<file path="src/rtl/uart_reg_bridge_if.sv">
`default_nettype none
// ============================================================================
// uart_reg_bridge_if : UART FIFO ports and local register bus of the bridge.
// Revision: 1.0
// ============================================================================
interface uart_reg_bridge_if #(
    parameter int DATA_BITS  = 8,
    parameter int ADDR_WIDTH = 4
) ();
    logic                  rx_ready;
    logic [DATA_BITS-1:0]  rx_data;
    logic                  rx_rd;
    logic                  tx_full;
    logic                  tx_wr;
    logic [DATA_BITS-1:0]  tx_data;
    logic                  reg_wr;
    logic                  reg_rd;
    logic [ADDR_WIDTH-1:0] reg_addr;
    logic [DATA_BITS-1:0]  reg_wdata;
    logic [DATA_BITS-1:0]  reg_rdata;
    logic                  frame_err;

    modport master (
        input  rx_ready, rx_data, tx_full, reg_rdata,
        output rx_rd, tx_wr, tx_data, reg_wr, reg_rd, reg_addr, reg_wdata, frame_err
    );

    modport slave (
        output rx_ready, rx_data, tx_full, reg_rdata,
        input  rx_rd, tx_wr, tx_data, reg_wr, reg_rd, reg_addr, reg_wdata, frame_err
    );
endinterface
`default_nettype wire

</file>
<file path="src/rtl/uart_reg_bridge.sv">
`default_nettype none
// ============================================================================
// uart_reg_bridge : pops command frames from the UART RX FIFO, runs register
// cycles and pushes one response byte. Macro UART_BRIDGE_CHKSUM_EN adds a
// trailing XOR checksum byte to every frame.
// Revision: 1.0
// ============================================================================
module uart_reg_bridge #(
    parameter int DATA_BITS      = 8,
    parameter int ADDR_WIDTH     = 4,
    parameter int TIMEOUT_CYCLES = 100000
) (
    input wire                clk,
    input wire                rst_n,
    uart_reg_bridge_if.master bus
);
    localparam int                   c_tmo_w    = $clog2(TIMEOUT_CYCLES + 1);
    localparam logic [c_tmo_w-1:0]   c_tmo_last = c_tmo_w'(TIMEOUT_CYCLES - 1);
    localparam logic [DATA_BITS-1:0] c_cmd_wr   = DATA_BITS'(8'h57);
    localparam logic [DATA_BITS-1:0] c_cmd_rd   = DATA_BITS'(8'h52);
    localparam logic [DATA_BITS-1:0] c_ack      = DATA_BITS'(8'h06);
    localparam logic [DATA_BITS-1:0] c_nak      = DATA_BITS'(8'h15);

    localparam logic [2:0] c_st_idle     = 3'd0;
    localparam logic [2:0] c_st_get_addr = 3'd1;
    localparam logic [2:0] c_st_get_data = 3'd2;
`ifdef UART_BRIDGE_CHKSUM_EN
    localparam logic [2:0] c_st_get_chk  = 3'd3;
`endif
    localparam logic [2:0] c_st_exec     = 3'd4;
    localparam logic [2:0] c_st_rd_wait  = 3'd5;
    localparam logic [2:0] c_st_send     = 3'd6;

    logic [2:0]            r_state;
    logic [2:0]            w_state_nxt;
    logic [DATA_BITS-1:0]  r_resp;
    logic                  r_nak;
    logic                  r_is_wr;
    logic [ADDR_WIDTH-1:0] r_addr;
    logic                  r_addr_bad;
    logic [DATA_BITS-1:0]  r_wdata;
    logic [c_tmo_w-1:0]    r_tmo;
    logic                  w_in_get;
    logic                  w_pop;
    logic                  w_timeout;
    logic                  w_push;
    logic                  w_cmd_ok;
    logic                  w_addr_bad_in;
`ifdef UART_BRIDGE_CHKSUM_EN
    logic [DATA_BITS-1:0]  r_chk;
    logic                  w_chk_ok;
    assign w_chk_ok = (bus.rx_data == r_chk);
`endif

    always_comb begin
        w_in_get = (r_state == c_st_get_addr) || (r_state == c_st_get_data);
`ifdef UART_BRIDGE_CHKSUM_EN
        w_in_get = w_in_get || (r_state == c_st_get_chk);
`endif
    end

    // rst_n gate keeps rx_rd low while the bridge is held in reset
    assign w_pop         = rst_n && bus.rx_ready && ((r_state == c_st_idle) || w_in_get);
    assign w_timeout     = w_in_get && !bus.rx_ready && (r_tmo == c_tmo_last);
    assign w_push        = (r_state == c_st_send) && !bus.tx_full;
    assign w_cmd_ok      = (bus.rx_data == c_cmd_wr) || (bus.rx_data == c_cmd_rd);
    assign w_addr_bad_in = ((bus.rx_data >> ADDR_WIDTH) != '0);

    always_comb begin
        w_state_nxt = r_state;
        case (r_state)
            c_st_idle: begin
                if (w_pop) w_state_nxt = w_cmd_ok ? c_st_get_addr : c_st_send;
            end
            c_st_get_addr: begin
                if (w_pop) begin
                    if (r_is_wr) w_state_nxt = c_st_get_data;
`ifdef UART_BRIDGE_CHKSUM_EN
                    else         w_state_nxt = c_st_get_chk;
`else
                    else         w_state_nxt = w_addr_bad_in ? c_st_send : c_st_exec;
`endif
                end else if (w_timeout) begin
                    w_state_nxt = c_st_idle;
                end
            end
            c_st_get_data: begin
                if (w_pop) begin
`ifdef UART_BRIDGE_CHKSUM_EN
                    w_state_nxt = c_st_get_chk;
`else
                    w_state_nxt = r_addr_bad ? c_st_send : c_st_exec;
`endif
                end else if (w_timeout) begin
                    w_state_nxt = c_st_idle;
                end
            end
`ifdef UART_BRIDGE_CHKSUM_EN
            c_st_get_chk: begin
                if (w_pop)          w_state_nxt = (r_addr_bad || !w_chk_ok) ? c_st_send : c_st_exec;
                else if (w_timeout) w_state_nxt = c_st_idle;
            end
`endif
            c_st_exec:    w_state_nxt = r_is_wr ? c_st_send : c_st_rd_wait;
            c_st_rd_wait: w_state_nxt = c_st_send;
            c_st_send: begin
                if (w_push) w_state_nxt = c_st_idle;
            end
            default:      w_state_nxt = c_st_idle;
        endcase
    end

    always_ff @(posedge clk or negedge rst_n) begin
        if (!rst_n) begin
            r_state    <= c_st_idle;
            r_tmo      <= '0;
            r_resp     <= '0;
            r_nak      <= 1'b0;
            r_is_wr    <= 1'b0;
            r_addr     <= '0;
            r_addr_bad <= 1'b0;
            r_wdata    <= '0;
`ifdef UART_BRIDGE_CHKSUM_EN
            r_chk      <= '0;
`endif
        end else begin
            r_state <= w_state_nxt;
            r_tmo   <= (w_pop || !w_in_get) ? '0 : r_tmo + c_tmo_w'(1);
            if (w_pop) begin
                case (r_state)
                    c_st_idle: begin
                        r_is_wr    <= (bus.rx_data == c_cmd_wr);
                        r_addr_bad <= 1'b0;
                    end
                    c_st_get_addr: begin
                        r_addr     <= bus.rx_data[ADDR_WIDTH-1:0];
                        r_addr_bad <= w_addr_bad_in;
                    end
                    c_st_get_data: r_wdata <= bus.rx_data;
                    default: ;
                endcase
`ifdef UART_BRIDGE_CHKSUM_EN
                r_chk <= (r_state == c_st_idle) ? bus.rx_data : (r_chk ^ bus.rx_data);
`endif
                // any frame that ends without reaching EXEC is answered with NAK
                if (w_state_nxt == c_st_send) begin
                    r_resp <= c_nak;
                    r_nak  <= 1'b1;
                end
            end
            if ((r_state == c_st_exec) && r_is_wr) begin
                r_resp <= c_ack;
                r_nak  <= 1'b0;
            end
            if (r_state == c_st_rd_wait) begin
                r_resp <= bus.reg_rdata;
                r_nak  <= 1'b0;
            end
        end
    end

    assign bus.rx_rd     = w_pop;
    assign bus.tx_wr     = w_push;
    assign bus.tx_data   = r_resp;
    assign bus.reg_wr    = (r_state == c_st_exec) && r_is_wr;
    assign bus.reg_rd    = (r_state == c_st_exec) && !r_is_wr;
    assign bus.reg_addr  = r_addr;
    assign bus.reg_wdata = r_wdata;
    assign bus.frame_err = (w_push && r_nak) || w_timeout;
endmodule
`default_nettype wire
</file>
<file path="src/flat_wrapper.sv">
// flat-port wrapper written by rule: the top's interface ports become plain ports
module uart_reg_bridge_flat 
#(
    parameter int DATA_BITS      = 8,
    parameter int ADDR_WIDTH     = 4,
    parameter int TIMEOUT_CYCLES = 100000
)
  (clk, rst_n, bus_rx_ready, bus_rx_data, bus_tx_full, bus_reg_rdata, bus_rx_rd, bus_tx_wr, bus_tx_data, bus_reg_wr, bus_reg_rd, bus_reg_addr, bus_reg_wdata, bus_frame_err);
  uart_reg_bridge_if #(.DATA_BITS(DATA_BITS), .ADDR_WIDTH(ADDR_WIDTH)) bus_i ();
  input wire clk;
  input wire rst_n;
  input wire logic [$bits(bus_i.rx_ready)-1:0] bus_rx_ready;
  input wire logic [$bits(bus_i.rx_data)-1:0] bus_rx_data;
  input wire logic [$bits(bus_i.tx_full)-1:0] bus_tx_full;
  input wire logic [$bits(bus_i.reg_rdata)-1:0] bus_reg_rdata;
  output wire logic [$bits(bus_i.rx_rd)-1:0] bus_rx_rd;
  output wire logic [$bits(bus_i.tx_wr)-1:0] bus_tx_wr;
  output wire logic [$bits(bus_i.tx_data)-1:0] bus_tx_data;
  output wire logic [$bits(bus_i.reg_wr)-1:0] bus_reg_wr;
  output wire logic [$bits(bus_i.reg_rd)-1:0] bus_reg_rd;
  output wire logic [$bits(bus_i.reg_addr)-1:0] bus_reg_addr;
  output wire logic [$bits(bus_i.reg_wdata)-1:0] bus_reg_wdata;
  output wire logic [$bits(bus_i.frame_err)-1:0] bus_frame_err;
  assign bus_i.rx_ready = bus_rx_ready;
  assign bus_i.rx_data = bus_rx_data;
  assign bus_i.tx_full = bus_tx_full;
  assign bus_i.reg_rdata = bus_reg_rdata;
  assign bus_rx_rd = bus_i.rx_rd;
  assign bus_tx_wr = bus_i.tx_wr;
  assign bus_tx_data = bus_i.tx_data;
  assign bus_reg_wr = bus_i.reg_wr;
  assign bus_reg_rd = bus_i.reg_rd;
  assign bus_reg_addr = bus_i.reg_addr;
  assign bus_reg_wdata = bus_i.reg_wdata;
  assign bus_frame_err = bus_i.frame_err;
  uart_reg_bridge #(.DATA_BITS(DATA_BITS), .ADDR_WIDTH(ADDR_WIDTH), .TIMEOUT_CYCLES(TIMEOUT_CYCLES)) u_core (.clk(clk), .rst_n(rst_n), .bus(bus_i));
endmodule
</file>
<file path="config.mk">
export PLATFORM = sky130hd
export DESIGN_NAME = uart_reg_bridge_flat
export DESIGN_NICKNAME = d
export VERILOG_FILES = /design/src/rtl/uart_reg_bridge_if.sv /design/src/rtl/uart_reg_bridge.sv /design/src/flat_wrapper.sv
export SDC_FILE = /design/constraint.sdc
export NUM_CORES = 1
export LEC_CHECK = 0
export ABC_AREA = 1
export CAP_MARGIN = 10
export CORE_MARGIN = 3
export CORE_UTILIZATION = 39
export CTS_BUF_LIST = sky130_fd_sc_hd__clkbuf_4 sky130_fd_sc_hd__clkbuf_8 sky130_fd_sc_hd__clkbuf_16
export DETAILED_ROUTE_END_ITERATION = 16
export SLEW_MARGIN = 0
export SYNTH_ARGS = -nofsm -noshare
export SYNTH_HDL_FRONTEND = slang
export SYNTH_SLANG_ARGS = --single-unit
</file>
<file path="constraint.sdc">
create_clock -name clk -period 2 [get_ports clk]
set_input_delay 0.2 -clock clk [delete_from_list [all_inputs] [get_ports clk]]
set_output_delay 0.2 -clock clk [all_outputs]
set_load 0.005 [all_outputs]
</file>
======== Yosys cells after proc, flatten, opt, wreduce, memory -nomap -nowiden ========
Index checks and enable logic that the tools add are counted.
operators by class
  add/subtract/negate cells ............... 1
  equality and inequality tests ........... 9
  muxes and demuxes ....................... 21
  reductions and logical operators ........ 27
operators by type and width
  cell                     number
  $mux W8                  4
  $mux W3                  7
  $pmux W3 S6              1
  $add A17 B1 Y17 const B  1
  $eq A17 B17 Y1 const B   1
  $mux W17                 1
  $eq A8 B7 Y1 const B     2
  $eq A3 B3 Y1 const B     4
  $reduce_and A2 Y1        5
  $logic_and A1 B1 Y1      8
  $reduce_bool A8 Y1       1
  $mux W2                  3
  $reduce_bool A3 Y1       2
  $logic_or A1 B1 Y1       5
  $logic_not A1 Y1         4
  $mux W1                  4
  $eq A3 B1 Y1 const B     1
  $eq A3 B2 Y1 const B     1
  $logic_not A3 Y1         1
  $pmux W1 S2              1
  $reduce_bool A2 Y1       1
storage, ports and cells
  bits in registers ....................... 43
  output and inout bits ................... 25
  word-level logic and storage cells ...... 66

======== Longest topological paths before layout ========
Gate-level depths: netlist of the first run.
  word-level depth ........................ 12
  mapped depth ............................ 11
  depth with buffers taken out ............ 11

======== Least setup slack after synthesis of the first run ========
Ideal clock, no wire load.
  path type ............................... register to register
  start point ............................. register u_core.r_tmo[0]
  end point ............................... register u_core.r_tmo[14]
  setup time .............................. 0.121 ns
  arrival ................................. 1.274 ns
  required time ........................... 1.879 ns
  slack ................................... 0.606 ns
  cell stages (with the launch flop) ...... 8
  buffers on the path ..................... 0
  path through ............................ dfrtp_1 ha_1 nand3_2 nor2_4 nand2_2 nor4_1 xor2_1 nor2_1
between the ends
  cells in the longest elaborated chain, start to end .. 2
ends and longest elaborated chain
  item                    RTL line                text
  start, declared         uart_reg_bridge.sv:42   logic [c_tmo_w-1:0] r_tmo;
  start signal, assigned  uart_reg_bridge.sv:128  r_tmo <= (w_pop || !w_in_get) ? '0 : r_tmo + c_tmo_w'(1);
  $add A17 B1 Y17         uart_reg_bridge.sv:128
  $mux W17                uart_reg_bridge.sv:128
Every way passes these cells.
A chain may end at the register's enable or synchronous reset.

======== Worst setup path after layout of the first run ========
  start point ............................. register u_core.r_state[0]
  end point ............................... output port bus_tx_wr
between the ends
  cells in the longest elaborated chain, start to end .. 2
ends and longest elaborated chain
  item                    RTL line                text
  start, declared         uart_reg_bridge.sv:34   logic [2:0] r_state;
  start signal, assigned  uart_reg_bridge.sv:115  r_state <= c_st_idle;
  start signal, assigned  uart_reg_bridge.sv:127  r_state <= w_state_nxt;
  $eq A3 B3 Y1            uart_reg_bridge.sv:65   assign w_push = (r_state == c_st_send) && !bus.tx_full;
  $logic_and A1 B1 Y1     uart_reg_bridge.sv:65
  end, declared           flat_wrapper.sv:17      output wire logic [$bits(bus_i.tx_wr)-1:0] bus_tx_wr;
Every way passes these cells.

==> results.sh, run 1 <==
export IMPL_wirelength_um=5060
export IMPL_die_area_sq_um=6590
export IMPL_grt_pass1_vias=1917
export IMPL_slew_viol_final=0
export IMPL_setup_slack_ps=141
export IMPL_slew_headroom=0.634
export IMPL_cts_buffer_depth=2
export IMPL_yosysMostFrequentCell="nand2_1"
export IMPL_finalSetupViolations=0
export IMPL_rows=26
export IMPL_cts_tree="yes"
export IMPL_chipWidth_um=81.2
export IMPL_post_synth_top_area_cell="dfrtp_1"
export IMPL_startpoint_type="register"
export IMPL_worst_ep_arrival_time_ps=1660
export IMPL_place_congestion=0.855
export IMPL_fin_crit_sh=0.930
export IMPL_hp_class="input pin to asynchronous set/reset pin"
export IMPL_critPathKind="register to output port"
export IMPL_grt_util_all_layers=0.171
export IMPL_switching_share=0.345
export IMPL_synth_area_sq_um=2200
export IMPL_fin_nets=362
export IMPL_grt_max_degree=44
export IMPL_ys_warn_count=0
export IMPL_total_power_mw=3.02
export IMPL_hold_viol=0
export IMPL_async_flop_share=1.00
export IMPL_place_hpwl_um=3770
export IMPL_p_int_mw=1.98
export IMPL_n_antenna_cell=0
export IMPL_fin_skew_ps=10.1
export IMPL_fmax_mhz=538
export IMPL_switchingPower_mw=1.04
export IMPL_hold_slack_ps=3.16
export IMPL_synth_avg_cell_area_sq_um=7.79
export IMPL_path_max_fanout=5
export IMPL_place_ws_ps=157
export IMPL_clk_latency_ps=300
export IMPL_drv_cap=0
export IMPL_p_per_area_nw_per_um2=1050
export IMPL_p_leak_nw=1.33
export IMPL_share_seq_of_total_power=0.420
export IMPL_numPortBuffers=44
export IMPL_fillCellCount=531
export IMPL_p_comb_frac=0.394
export IMPL_h_tree_depth=2
export IMPL_status="completed"
export IMPL_cts_sinks=43
export IMPL_clockPowerShare=0.186
export IMPL_critical_path_endpoint_type="output port"
export IMPL_rsz0062_at_grt="no"
export IMPL_synthFlopType="dfrtp_1"
export IMPL_synth_commonest_cells="nand2_1 (86), dfrtp_1 (43), nor2_1 (32), inv_1 (28), nand3_1 (22)"
export IMPL_drive_above_1_share=0.129
export IMPL_grt_pass1_wl_um=8760
export IMPL_core_area_sq_um=5270
export IMPL_synth_top_cells_by_area="dfrtp_1 (49%), nand2_1 (15%), nor2_1 (5.4%)"
export IMPL_drt_iter0_drc=46
export IMPL_yosysTopAreaCellShare=0.488
export IMPL_fin_setup_tns_ps=0
export IMPL_avgViaCountPerCell=4.73
export IMPL_place_area_sq_um=2760
export IMPL_clkTransAtPathRegs_ps=80
export IMPL_cts_buffers=5
export IMPL_ys_seq_area_frac=0.488
export IMPL_drtPass1Iterations=4
export IMPL_antenna_left=0
export IMPL_initial_core_util=0.418
export IMPL_worst_pin_slew_ps=549
export IMPL_area_growth_pct=30.5
export IMPL_period_minus_slack_ps=1860
export IMPL_antenna_found_initial=0
export IMPL_vias=1950
export IMPL_crit_required_ps=1800
export IMPL_drc=0
export IMPL_synth_nets=304
export IMPL_routedWlPerCell_um=12.3
export IMPL_irDropWorstVdd_mv=0.513
export IMPL_synth_edf_count=0
export IMPL_ctsHoldBuffers=0
export IMPL_netlist_instances=283
export IMPL_fin_area_sq_um=2880
export IMPL_grt_ovfl_total=0
export IMPL_die_h_um=81.2
export IMPL_yosysUniqueCellTypes=28
export IMPL_ys_ff_latch=43
export IMPL_cts_root_buf="clkbuf_8"
export IMPL_io_pins=45
critical path, cell delays in order (launching register included):
cell and delay (ps):
dfrtp_1 450, inv_2 110, nand3_1 110, nor2_1 170, clkdlybuf4s50_1 530
path summary, 6_finish.rpt:
| kind | start | end | slack (ps) | depth (start not counted) |
|---|---|---|---|---|
| max | u_core.r_state[0] | bus_tx_wr | 140 | 4 |
| min | rst_n | u_core.r_tmo[13] | 3 | 2 |
| max reg2reg | u_core.r_tmo[0] | u_core.r_tmo[16] | 400 | 9 |
| min reg2reg | u_core.r_tmo[0] | u_core.r_tmo[0] | 460 | 1 |
| max in group asynchronous | rst_n | u_core.bus.tx_data[6] | 1610 | 2 |
| min in group clk | rst_n | u_core.r_addr_bad | 350 | 4 |
state kept, by name, summed over array words and instances, names as in the netlist:
signal                cells
u_core.r_state            3
u_core.r_addr_bad         1
u_core.r_tmo             17
u_core.bus.reg_wdata      8
u_core.r_is_wr            1
u_core.bus.reg_addr       4
u_core.bus.tx_data        8
u_core.r_nak              1
layout make-up:
cell class	instances	area (sq um)	share of cell area
clock buffers	7	83.8	0.0291
clock inverters	1	5.00	0.00174
inverters	34	128	0.0444
multi-input cells	204	995	0.346
flip-flops and latches	43	1080	0.374
well taps	70	87.6	0.0304
repair buffers	53	502	0.174
cells in the final DEF (no fill, tap or decap):
| master | synthesis | layout |
|---|---|---|
| mux2_2 | 1 | 1 |
| xor2_1 | 2 | 2 |
| buf_2 | 1 | 1 |
| nor3_1 | 8 | 8 |
| nand2_2 | 2 | 2 |
| or2_2 | 1 | 1 |
| clkdlybuf4s50_1 | 0 | 42 |
| clkinv_2 | 0 | 1 |
| nor2_1 | 32 | 31 |
| nor3_2 | 1 | 1 |
| nand3_1 | 22 | 22 |
| o21ai_0 | 12 | 12 |
| nor2_4 | 3 | 3 |
| nor4_1 | 2 | 2 |
| inv_2 | 6 | 7 |
| nor2_2 | 6 | 7 |
| dfrtp_1 | 43 | 43 |
| o221ai_1 | 1 | 1 |
| nand3_2 | 1 | 1 |
| nand2_1 | 86 | 86 |
| a21oi_1 | 9 | 9 |
| clkbuf_8 | 0 | 5 |
| o21a_1 | 1 | 1 |
| or2_0 | 1 | 1 |
| nand4_1 | 6 | 6 |
| buf_4 | 0 | 9 |
| inv_1 | 28 | 27 |
| a21oi_2 | 1 | 1 |
| dlygate4sd2_1 | 0 | 1 |
| clkbuf_4 | 0 | 2 |
| xnor2_1 | 3 | 3 |
| nand3_4 | 2 | 2 |
| ha_1 | 1 | 1 |
timing repair:
item,CTS,global route
setup endpoints to repair,1,1
setup buffers,3,0
pin swaps,1,0
gates resized for setup,2,1
per-stage QoR:
| step | instances | utilization |
|---|---|---|
| 3_5_place_dp | 401 | 0.524 |
| 6_report | 412 | 0.546 |
| 2_1_floorplan | 283 | - |
| 3_3_place_gp | 401 | 0.524 |
| 4_1_cts | 412 | 0.545 |
| 5_1_grt | 412 | 0.546 |
logic make-up after synthesis:
group           synth area share
mux                      0.00511
compound gates            0.0590
fa+ha+maj                0.00567
simple gates               0.360
buf+inv                   0.0619
xor+xnor                  0.0199
flops                      0.488
power by group through the flow:
stage                     clock, mW  combinational (mW)  sequential, mW
final                         0.562                1.19            1.27
after global routing          0.615                1.34            1.30
after CTS                     0.584                1.21            1.27
after detailed placement          0                1.21            1.28
after global placement            0                1.19            1.28
after floorplan                   0               0.584            1.28
routing by layer:
layer	part of all wire	vias up	track usage
met4	0.012	0	0.0507
met3	0.049	6	0.0443
li1	-	1016	-
met2	0.44	36	0.269
met5	0	-	0
met1	0.50	892	0.232
Power figures use the tool's default switching activity.
==> run 2: changes to the inputs <==
--- a/config.mk
+++ b/config.mk
@@ -7,6 +7,7 @@
 export LEC_CHECK = 0
 export ABC_AREA = 1
 export CAP_MARGIN = 10
+export CORE_ASPECT_RATIO = 1.5
 export CORE_MARGIN = 3
 export CORE_UTILIZATION = 39
 export CTS_BUF_LIST = sky130_fd_sc_hd__clkbuf_4 sky130_fd_sc_hd__clkbuf_8 sky130_fd_sc_hd__clkbuf_16
==> constraint.sdc (replaced) <==
create_clock -name clk -period 2.25 [get_ports clk]
set_input_delay 0.225 -clock clk [delete_from_list [all_inputs] [get_ports clk]]
set_output_delay 0.225 -clock clk [all_outputs]
set_load 0.005 [all_outputs]
==> run 2 against run 1 <==
Non-clock buffer count decreased by 6; clock skew decreased by 2.9 ps; combinational power decreased by 11%; largest power group unchanged; critical path depth increased by 2; sequential share of layout area increased by 0.41 points; utilization decreased by 0.68 points; critical path type is now input pin to output port; clock-buffer cell count decreased by 1; first-iteration DRC count increased by 87%; routed wire length about the same; worst setup slack improved by 130 ps.
==> results.sh, run 2 (synthesis gave the netlist of run 1 again) <==
export IMPL_cts_root_buf="clkbuf_8"
export IMPL_finalSetupViolations=0
export IMPL_largest_reg_flops=17
export IMPL_slew_headroom=0.641
export IMPL_path_cells="clkdlybuf4s50_1 > nand2_1 > inv_2 > nand2_1 > inv_1 > clkdlybuf4s50_1"
export IMPL_drt_iter0_drc=86
export IMPL_fin_skew_ps=7.25
export IMPL_grt_max_degree=44
export IMPL_io_pins=45
export IMPL_fin_setup_tns_ps=0
export IMPL_core_area_sq_um=5290
export IMPL_total_power_mw=2.71
export IMPL_cts_sinks=43
export IMPL_r2r_end="u_core.r_tmo[16]"
export IMPL_drive_above_1_share=0.116
export IMPL_final_cell_count_no_fill=404
export IMPL_critPathLaunch="bus_rx_ready"
export IMPL_startpoint_type="input pin"
export IMPL_post_route_util=0.539
export IMPL_die_h_um=98.1
export IMPL_chipWidth_um=67.4
export IMPL_antenna_left=0
export IMPL_fin_crit_sh=0.878
export IMPL_rr_startpoint="u_core.r_tmo[0]"
export IMPL_numPortBuffers=44
export IMPL_r2r_setup_slack_ps=630
export IMPL_p_leak_nw=1.31
export IMPL_place_area_sq_um=2730
export IMPL_clk_latency_ps=290
export IMPL_crit_required_ps=2030
export IMPL_cp_slowest_cell="clkdlybuf4s50_1"
export IMPL_period_minus_slack_ps=1970
export IMPL_hold_viol=0
export IMPL_mostFrequentLayoutCell="nand2_1"
export IMPL_n_antenna_cell=0
export IMPL_dp_cells=395
export IMPL_drv_cap=0
export IMPL_multi_input_area_sq_um=1000
export IMPL_area_sequential_sq_um=1080
export IMPL_fillCellCount=532
export IMPL_fmax_mhz=506
export IMPL_status="completed"
export IMPL_final_cell_mix="nand2_1 (85), clkdlybuf4s50_1 (42), dfrtp_1 (42)"
export IMPL_place_ws_ps=271
export IMPL_path_max_fanout=6
export IMPL_grt_pass1_vias=2006
export IMPL_cp_depth=6
export IMPL_routedWlPerCell_um=12.5
export IMPL_grt_util_all_layers=0.168
export IMPL_path_delay_family="buffers and inverters"
export IMPL_clkTransAtPathRegs_ps=90
export IMPL_drtPass1Iterations=4
export IMPL_worst_r2r_path_depth=9
export IMPL_wirelength_um=5050
export IMPL_fin_nets=356
export IMPL_place_congestion=0.834
export IMPL_p_per_area_nw_per_um2=951
export IMPL_avgViaCountPerCell=4.85
export IMPL_rsz0062_at_grt="no"
export IMPL_cts_buffers=5
export IMPL_grt_pass1_wl_um=8710
export IMPL_antenna_found_initial=0
export IMPL_fin_area_sq_um=2850
export IMPL_worst_pin_slew_ps=539
export IMPL_rows=32
export IMPL_slew_viol_final=0
export IMPL_h_tree_depth=2
export IMPL_ctsHoldBuffers=0
export IMPL_hp_class="input pin to asynchronous set/reset pin"
export IMPL_initial_core_util=0.417
export IMPL_setup_slack_ps=275
export IMPL_cp_endpoint="bus_rx_rd"
export IMPL_critical_path_endpoint_type="output port"
export IMPL_max_stage_delay_ps=530
export IMPL_drc=0
export IMPL_cts_buffer_depth=2
export IMPL_cts_tree="yes"
export IMPL_hold_slack_ps=29.3
export IMPL_crit_buf_inv=4
export IMPL_area_growth_pct=29.2
export IMPL_place_hpwl_um=3880
export IMPL_critPathKind="input pin to output port"
export IMPL_top_register="u_core.r_tmo"
export IMPL_worst_ep_arrival_time_ps=1750
export IMPL_grt_ovfl_total=0
export IMPL_die_area_sq_um=6610
export IMPL_irDropWorstVdd_mv=0.667
export IMPL_vias=1958
run 2: layer usage:
| metal | share of wire | wire length, um | global-route usage | vias up |
|---|---|---|---|---|
| met3 | 0.034 | 170 | 0.0334 | 7 |
| met5 | 0 | 0 | 0 | - |
| met2 | 0.55 | 2770 | 0.305 | 41 |
| li1 | - | - | - | 1002 |
| met1 | 0.40 | 2040 | 0.187 | 908 |
| met4 | 0.015 | 76 | 0.0594 | 0 |
run 2: worst register-to-register path, delay by kind of cell, from the launching register on:
family / cells / cell delay (ps)
flip-flops: 1 / 380
XOR/XNOR: 1 / 130
adder cells (fa/ha/maj): 1 / 210
AND/OR/NAND/NOR: 7 / 780
run 2: area by class of cell:
cell class,instances,share of cell area
repair buffers,47,0.162
clock buffers,6,0.0290
flip-flops and latches,43,0.378
inverters,34,0.0448
clock inverters,2,0.00571
well taps,68,0.0299
multi-input cells,204,0.351
run 2: worst min-delay path by stage:
stage | to | cells past startpoint
2_1_floorplan | u_core.bus.reg_addr[0] | 0
3_3_place_gp | u_core.r_tmo[2] | 2
3_5_place_dp | u_core.r_tmo[0] | 2
4_1_cts | u_core.r_tmo[0] | 2
5_1_grt | u_core.r_tmo[4] | 2
6_report | u_core.r_tmo[0] | 2
run 2: what timing repair did:
action	CTS	global route
setup endpoints to repair	0	1
setup buffers	0	1
gates resized for setup	0	5
run 2: power breakdown:
group | leakage [nW] | switching [mW] | internal, mW
Combinational | 0.698 | 0.530 | 0.527
Clock | 0.0474 | 0.271 | 0.251
Sequential | 0.568 | 0.143 | 0.987
Total | 1.31 | 0.943 | 1.77
